`config.mk`:
```
export PLATFORM = sky130hd
export DESIGN_NAME = qlf_k6n10_mp_add_seq
export DESIGN_NICKNAME = d
export VERILOG_FILES = /design/src/rtl/qlf_k6n10_mp_add_seq_pkg.sv /design/src/rtl/qlf_k6n10_word_adder.sv /design/src/rtl/qlf_k6n10_mp_add_seq.sv
export SDC_FILE = /design/constraint.sdc
export NUM_CORES = 1
export LEC_CHECK = 0
export BUFFER_PORTS_ARGS = -buffer_cell sky130_fd_sc_hd__buf_2
export CORE_MARGIN = 3
export CORE_UTILIZATION = 30
export CTS_BUF_LIST = sky130_fd_sc_hd__clkbuf_8 sky130_fd_sc_hd__clkbuf_16
export CTS_CLUSTER_DIAMETER = 80
export CTS_CLUSTER_SIZE = 24
export DETAILED_ROUTE_END_ITERATION = 8
export PLACE_DENSITY = 0.6
export SYNTH_ARGS = -nofsm -noshare
export SYNTH_HDL_FRONTEND = slang
export SYNTH_SLANG_ARGS = --single-unit
```
`constraint.sdc`:
```
create_clock -name clk -period 2.25 [get_ports clk]
set_input_delay 0.45 -clock clk [delete_from_list [all_inputs] [get_ports clk]]
set_output_delay 0.45 -clock clk [all_outputs]
set_load 0.02 [all_outputs]
```
`src/rtl/qlf_k6n10_mp_add_seq_pkg.sv`:
```
// Shared definitions for the qlf_k6n10 multi-precision arithmetic sequencer:
// sequencer state encoding and the shortest usable hard carry chain.
package qlf_k6n10_arith_pkg;

    typedef enum logic [1:0] {
        IDLE  = 2'd0,
        RUN   = 2'd1,
        DRAIN = 2'd2
    } seq_state_e;

    localparam int unsigned MIN_CHAIN_WIDTH = 3;

    function automatic logic chain_width_ok(input int unsigned width);
        return (width >= MIN_CHAIN_WIDTH);
    endfunction

endpackage

```
`src/rtl/qlf_k6n10_word_adder.sv`:
```
// One DATA_WIDTH-bit slice of the hard carry chain, built from adder_carry cells
// (propagate p = a ^ b, generate g = a). cmsb is the carry into the top bit.
module adder_carry (
    input  logic p,
    input  logic g,
    input  logic cin,
    output logic sumout,
    output logic cout
);
    assign sumout = p ^ cin;
    assign cout   = p ? cin : g;
endmodule

module qlf_k6n10_word_adder #(
    parameter int unsigned DATA_WIDTH = 8
) (
    input  logic [DATA_WIDTH-1:0] a,
    input  logic [DATA_WIDTH-1:0] b,
    input  logic                  cin,
    output logic [DATA_WIDTH-1:0] sum,
    output logic                  cout,
    output logic                  cmsb
);
    logic [DATA_WIDTH:0] carry_s;

    assign carry_s[0] = cin;

    for (genvar i = 0; i < DATA_WIDTH; i++) begin : g_cell
        adder_carry u_cell (
            .p      (a[i] ^ b[i]),
            .g      (a[i]),
            .cin    (carry_s[i]),
            .sumout (sum[i]),
            .cout   (carry_s[i+1])
        );
    end

    assign cout = carry_s[DATA_WIDTH];
    assign cmsb = carry_s[DATA_WIDTH-1];
endmodule

```
`src/rtl/qlf_k6n10_mp_add_seq.sv`:
```
// Multi-precision add/subtract sequencer: streams NUM_WORDS operand words LSW first
// through one word-wide carry-chain slice, carrying between words in a register.
module qlf_k6n10_mp_add_seq
    import qlf_k6n10_arith_pkg::*;
#(
    parameter int unsigned DATA_WIDTH = 8,
    parameter int unsigned NUM_WORDS  = 4
) (
    input  logic                  clk,
    input  logic                  rst,
    input  logic                  start,
    input  logic                  sub,
    input  logic                  ci,
    output logic                  busy,
    input  logic                  in_valid,
    output logic                  in_ready,
    input  logic [DATA_WIDTH-1:0] in_a,
    input  logic [DATA_WIDTH-1:0] in_b,
    output logic                  out_valid,
    input  logic                  out_ready,
    output logic [DATA_WIDTH-1:0] out_y,
    output logic                  out_last,
    output logic                  out_co,
    output logic                  out_ovf,
    output logic                  done
);
    localparam int unsigned CW = $clog2(NUM_WORDS + 1);
    localparam logic [CW-1:0] LAST_CNT = CW'(NUM_WORDS - 1);

    if (!chain_width_ok(DATA_WIDTH)) begin : g_bad_width
        $error("qlf_k6n10_mp_add_seq: DATA_WIDTH is shorter than the minimum chain width");
    end
    if (NUM_WORDS < 1) begin : g_bad_words
        $error("qlf_k6n10_mp_add_seq: NUM_WORDS must be at least 1");
    end

    seq_state_e            state_q;
    logic [CW-1:0]         cnt_q;
    logic                  carry_q;
    logic                  sub_q;
    logic                  out_valid_q;
    logic [DATA_WIDTH-1:0] out_y_q;
    logic                  out_last_q;
    logic                  out_co_q;
    logic                  out_ovf_q;

    logic [DATA_WIDTH-1:0] bb_s;
    logic [DATA_WIDTH-1:0] sum_s;
    logic                  cout_s;
    logic                  cmsb_s;
    logic                  accept_s;
    logic                  take_s;
    logic                  is_last_s;
    logic [CW-1:0]         cnt_d;

    assign bb_s      = sub_q ? ~in_b : in_b;
    assign in_ready  = (state_q == RUN) & (~out_valid_q | out_ready);
    assign accept_s  = in_valid & in_ready;
    assign take_s    = out_valid_q & out_ready;
    assign is_last_s = (cnt_q == LAST_CNT);
    assign cnt_d     = cnt_q + {{(CW-1){1'b0}}, 1'b1};

    qlf_k6n10_word_adder #(
        .DATA_WIDTH (DATA_WIDTH)
    ) u_word_adder (
        .a    (in_a),
        .b    (bb_s),
        .cin  (carry_q),
        .sum  (sum_s),
        .cout (cout_s),
        .cmsb (cmsb_s)
    );

    // Sequencer FSM, word counter, inter-word carry and the single output register.
    always_ff @(posedge clk or posedge rst) begin
        if (rst) begin
            state_q     <= IDLE;
            cnt_q       <= {CW{1'b0}};
            carry_q     <= 1'b0;
            sub_q       <= 1'b0;
            out_valid_q <= 1'b0;
            out_y_q     <= {DATA_WIDTH{1'b0}};
            out_last_q  <= 1'b0;
            out_co_q    <= 1'b0;
            out_ovf_q   <= 1'b0;
        end else begin
            // A new word may enter in the same cycle the held word leaves.
            if (accept_s) begin
                out_valid_q <= 1'b1;
                out_y_q     <= sum_s;
                out_last_q  <= is_last_s;
                out_co_q    <= is_last_s & cout_s;
                out_ovf_q   <= is_last_s & (cout_s ^ cmsb_s);
                carry_q     <= cout_s;
                cnt_q       <= cnt_d;
            end else if (take_s) begin
                out_valid_q <= 1'b0;
                out_last_q  <= 1'b0;
                out_co_q    <= 1'b0;
                out_ovf_q   <= 1'b0;
            end

            case (state_q)
                IDLE: begin
                    if (start) begin
                        state_q <= RUN;
                        sub_q   <= sub;
                        carry_q <= ci;
                        cnt_q   <= {CW{1'b0}};
                    end
                end
                RUN: begin
                    if (accept_s && is_last_s) begin
                        state_q <= DRAIN;
                    end
                end
                DRAIN: begin
                    if (take_s && out_last_q) begin
                        state_q <= IDLE;
                    end
                end
                default: begin
                    state_q <= IDLE;
                end
            endcase
        end
    end

    assign busy      = (state_q != IDLE);
    assign out_valid = out_valid_q;
    assign out_y     = out_y_q;
    assign out_last  = out_last_q;
    assign out_co    = out_co_q;
    assign out_ovf   = out_ovf_q;
    assign done      = take_s & out_last_q;
endmodule
```
**Yosys cells after proc, flatten, opt, wreduce, memory -nomap -nowiden**

Cells that the tools add are included.

- Output and inout bits: 15
- Flip-flop bits (word level): 19

- Bitwise operators: 26
- Equality and inequality tests: 6
- Reductions and logical operators: 7
- Muxes and demuxes: 24
- Add/sub/neg operators: 1

Operators with widths:

| operator | number |
|---|---|
| 1-bit XOR | 17 |
| 1-bit two-way mux | 16 |
| 3-bit two-way mux | 3 |
| 8-bit two-way mux | 1 |
| 8-bit NOT | 1 |
| 1-bit AND | 6 |
| 2-bit two-way mux | 3 |
| 2-bit case mux with 3 select lines | 1 |
| 2-bit inequality test, second input constant | 2 |
| 2-bit nonzero test | 2 |
| 3-bit by 1-bit adder with 3-bit output, second input constant | 1 |
| 3-bit by 2-bit equality test with 1-bit output, second input constant | 1 |
| 3-bit AND reduction | 1 |
| 2-bit by 1-bit equality test with 1-bit output, second input constant | 1 |
| 2-bit equality test, second input constant | 1 |
| 1-bit logical AND | 2 |
| 2-bit logical NOT | 1 |
| 2-bit by 1-bit inequality test with 1-bit output, second input constant | 1 |
| 2-bit AND reduction | 1 |
| 1-bit NOT | 1 |
| 1-bit OR | 1 |

**Logic depth before layout (Yosys ltp)**

- Depth after elaboration: 14
- Mapped depth: 8
- Gate-level depth less buffers: 7

**Modules after synthesis**

Synthesis repeated with hierarchy kept, for this count alone.

- Cell total of the unflattened synthesis: 108
- Area, all modules: 1,229.9 µm²

Modules (own cells, without submodules):

| module | seq. area each (µm²) | area an instance (µm²) | instances | cells each |
|---|---|---|---|---|
| qlf_k6n10_mp_add_seq | 475.5 | 969.7 | 1 | 84 |
| adder_carry | 0.0 | 23.8 | 8 | 2 |
| qlf_k6n10_word_adder | 0.0 | 70.1 | 1 | 8 |

**Worst setup path after synthesis**

No wires, ideal clock.

- Kind: reg2reg
- Start: reg out_valid_q (netlist: out_valid)
- End: reg out_ovf_q (netlist: out_ovf)
- Buffers on the path: 1
- Stages on the path, launching flop included: 7
- Clock period less this slack: 2.244 ns
- Required time: 2.124 ns
- Setup slack: 0.006 ns
- Library setup time: 0.126 ns
- Data arrival time: 2.118 ns
- Path through: dfrtp_1 -> nor2b_1 -> nor3b_1 -> and2_1 -> clkbuf_1 -> a21oi_1 -> a221o_1

- Cells in the longest elaborated chain, start to end: 5

RTL lines:

| what | RTL line | RTL |
|---|---|---|
| start: declaration | qlf_k6n10_mp_add_seq.sv:41 | `logic out_valid_q;` |
| start signal: assignment | qlf_k6n10_mp_add_seq.sv:81 | `out_valid_q <= 1'b0;` |
| start signal: assignment | qlf_k6n10_mp_add_seq.sv:89 | `out_valid_q <= 1'b1;` |
| start signal: assignment | qlf_k6n10_mp_add_seq.sv:97 | `out_valid_q <= 1'b0;` |
| 1-bit NOT * | qlf_k6n10_mp_add_seq.sv:57 | `assign in_ready = (state_q == RUN) & (~out_valid_q \| out_ready);` |
| 1-bit OR * | qlf_k6n10_mp_add_seq.sv:57 |  |
| 1-bit AND * | qlf_k6n10_mp_add_seq.sv:57 |  |
| named net in_ready | qlf_k6n10_mp_add_seq.sv:16 | `output logic in_ready,` |
| 1-bit AND * | qlf_k6n10_mp_add_seq.sv:58 | `assign accept_s = in_valid & in_ready;` |
| 1-bit two-way mux / 2-bit nonzero test (equally long branches) | n/a |  |
| end signal: assignment | qlf_k6n10_mp_add_seq.sv:93 | `out_ovf_q <= is_last_s & (cout_s ^ cmsb_s);` |
| end: declaration | qlf_k6n10_mp_add_seq.sv:45 | `logic out_ovf_q;` |

Mark *: on every way through the listed nets, which the timed path passes. The rest lies on a longest branch.
A chain may end at the register's enable or synchronous reset.

**Worst setup path after layout**

- Start: reg sub_q
- End: reg out_y_q[6] (netlist: out_y[6])

- Cells in the longest elaborated chain, start to end: 9

RTL lines:

| what | RTL line | RTL |
|---|---|---|
| start: declaration | qlf_k6n10_mp_add_seq.sv:40 | `logic sub_q;` |
| start signal: assignment | qlf_k6n10_mp_add_seq.sv:107 | `sub_q <= sub;` |
| 8-bit two-way mux * | qlf_k6n10_mp_add_seq.sv:56 | `assign bb_s = sub_q ? ~in_b : in_b;` |
| 1-bit XOR | qlf_k6n10_word_adder.sv:30 | `.p (a[i] ^ b[i]),` |
| 1-bit two-way mux (6 in series) | qlf_k6n10_word_adder.sv:11 | `assign cout = p ? cin : g;` |
| 1-bit XOR * | qlf_k6n10_word_adder.sv:10 | `assign sumout = p ^ cin;` |
| end signal: assignment | qlf_k6n10_mp_add_seq.sv:82 | `out_y_q <= {DATA_WIDTH{1'b0}};` |
| end signal: assignment | qlf_k6n10_mp_add_seq.sv:90 | `out_y_q <= sum_s;` |
| end: declaration | qlf_k6n10_mp_add_seq.sv:42 | `logic [DATA_WIDTH-1:0] out_y_q;` |

Mark *: on every way between the ends. The rest lies on a longest branch, timed or not.

==> results.yml <==
final_layout:
  diodes: 0
  syn2layout_area_growth_pct: 22.9
  fin_nets: 248
  fill_cells: 515
  stdcell_area_mm2: 0.00188
  drive_above_1_share_pct: 28.4
global_routing:
  use_met3_pct: 1.86
  grt_max_degree: 20
  use_met1_pct: 15.8
  grtUsageMet2_pct: 19.4
  top_usage_layer: "met2"
  antenna_found_initial: 0
  grt_pass1_vias: 1286
  overflow: 0
  grtUsageTotal_pct: 11.7
  grt_pass1_wl_mm: 5.80
detailed_routing:
  detail-route-antenna-nets: 0
  wl_per_cell_um: 11.6
  drtPass1Iterations: 4
  first_iter_violations: 51
  via_count: 1371
  drc: 0
  wl_mm: 3.35
  avgViaCountPerCell: 4.74
synth:
  synthFlopType: "dfrtp_1"
  synth.distinct_cells: 51
  synth_area_mm2: 0.00153
  syn_nets: 206
  ys_async_sr_fraction_pct: 100
  synth_area_leaders: "dfrtp_1 31%, xnor2_1 9.2%, nand2_1 5.7%"
  synth-seq-cells: 19
  synth_cells: 181
  synth_edf_count: 0
  yosys.area.top_type: "dfrtp_1"
  synth.most_common_cell: "nand2_1"
  synth_top_area_share_pct: 31.1
  ys_warn_count: 0
  postSynthAreaPerCell_um2: 8.43
  synthTopCellsByCount: "23 x nand2_1, 19 x dfrtp_1, 16 x xnor2_1"
  yosysSeqAreaShare_pct: 31.1
pwr:
  p_per_area_mw_per_mm2: 1190
  peakVddDrop_mv: 0.332
  totalPowerFinal_w: 0.00224
  leakage_nw: 0.831
place:
  placed_cell_area_mm2: 0.00182
  dp_slack_ps: 32.9
  port-buffer-count: 37
  gp_congestion: 0.779
  hpwl_mm: 2.69
outcome:
  status: "finished, final reports clean"
timing:
  final.min_clock_period_ps: 2080
  worst_slack_ps: 167
  fin_setup_tns_ps: 0
  max_slew.worst_pin.slew_ps: 724
  setup-violations-final: 0
  relSlewSlack_pct: 51.7
  slew_viol_final: 0
  rsz0062_at_grt: "no"
  fin_crit_sh_pct: 92.6
  skew_ps: 2.50
  fmax_ghz: 0.480
  hold_viol_final: 0
setup_path:
  criticalPathCategory: "flip-flop to flip-flop"
  end_kind: "flip-flop"
  path_cells: "nand2b_1 -> o22ai_4 -> a2111oi_4 -> buf_4 -> nor2_1 -> o22ai_1 -> and4_4 -> o31ai_2"
  crit_arrival_ps: 2210
  crit_path_max_incr_delay_ps: 490
  worstPathRequired_ps: 2370
  cp_max_fo: 7
  crit_slowest_cell: "a2111oi_4"
  startpoint_type: "flip-flop"
clocking:
  clk_pin_slew_ps: 70
  cts_root_buf: "clkbuf_8"
  cts_tree: "done"
  cts_made_buffers: 3
  postCtsSetupRepairBufs: 0
  insertion_delay_ps: 250
  htreeDepth: 1
  clock_path_buffers: 2
  clock_sinks: 19
  post_cts_resized: 0
  cts-hold-fix-buffers: 0
floorplan:
  start_util_pct: 31.7
  die_x_um: 77.3
  die_height_um: 77.3
  core_mm2: 0.00482
  ios: 38
  die-area_mm2: 0.00598
  rows: 25
run:
  maxCapViolCount: 0
hold_path:
  hold_path_class: "input pin to asynchronous set/reset pin"
## cells by family (layout without fill, tap and decap cells)
group | Yosys count | after routing | synth area share (%)
adder cells (fa/ha/maj) | 6 | 6 | 4.26
multiplexers | 1 | 1 | 0.738
flip-flops | 19 | 19 | 31.1
buffers and inverters | 16 | 57 | 4.92
AO/OA/AOI/OAI | 47 | 47 | 22.2
XOR/XNOR | 21 | 21 | 12.0
AND/OR/NAND/NOR | 71 | 71 | 24.7
## state kept, by name, indices dropped and copies added, names as in the netlist
register   flops
carry_q        1
cnt_q          3
out_co         1
out_last       1
out_ovf        1
out_valid      1
out_y          8
state_q        2
sub_q          1
## path summary, 6_finish.rpt
path | start | cells past startpoint | slack, ps | endpoint
setup / recovery | sub_q | 8 | 170 | out_y[6]
hold / removal | rst | 2 | 310 | out_y[5]
setup reg to reg | sub_q | 8 | 170 | out_y[6]
hold reg to reg | out_y[0] | 2 | 480 | out_y[0]
max in group asynchronous | rst | 2 | 1440 | sub_q
min in group clk | sub | 2 | 440 | sub_q
## through the flow
stage / instances / util, % / hold WS (ps)
final: 289 / 38.9 / 305
after global routing: 289 / 38.9 / 366
after CTS: 289 / 38.7 / 333
after detailed placement: 285 / 37.8 / 468
after global placement: 285 / 37.8 / 459
after floorplan: 181 / - / 401
## per-layer routing
metal | wire [µm] | vias up
met1 | 1600 | 623
met3 | 129 | 4
met2 | 1580 | 29
met5 | 0 | -
met4 | 29 | 0
li1 | - | 715
## where the power goes
part           switching [W]  internal (W)  total, W
logic               0.000786      0.000636   0.00142
registers           0.000102      0.000486  0.000588
clock network       0.000108      0.000121  0.000230
total               0.000996       0.00124   0.00224
## cell usage in the layout (no fill, tap or decap), drive strengths merged, types with 4 or more instances in the layout
cell type,netlist,routed
nor2,16,16
buf,4,44
a211oi,5,5
dfrtp,19,19
o22ai,4,4
maj3,4,4
nand2b,8,8
o21ai,14,14
inv,9,10
nor3,7,7
a21oi,10,10
xor2,5,5
nand2,23,23
xnor2,16,16
## critical path: cells and delay by family, from the launching register on
family | cells | cell delay [ps]
flops | 1 | 460
buf+inv | 1 | 190
compound gates | 4 | 830
simple gates | 3 | 470
## area by class of cell
| cell class | instances | area [µm²] | share of cell area, % |
|---|---|---|---|
| Multi-Input combinational cell | 146 | 986 | 52.6 |
| Sequential cell | 19 | 477 | 25.4 |
| Timing Repair Buffer | 44 | 250 | 13.3 |
| Tap cell | 67 | 83.8 | 4.47 |
| Clock buffer | 3 | 41.3 | 2.20 |
| Inverter | 9 | 33.8 | 1.80 |
| Clock inverter | 1 | 3.75 | 0.200 |
Power figures use the tool's default switching activity.
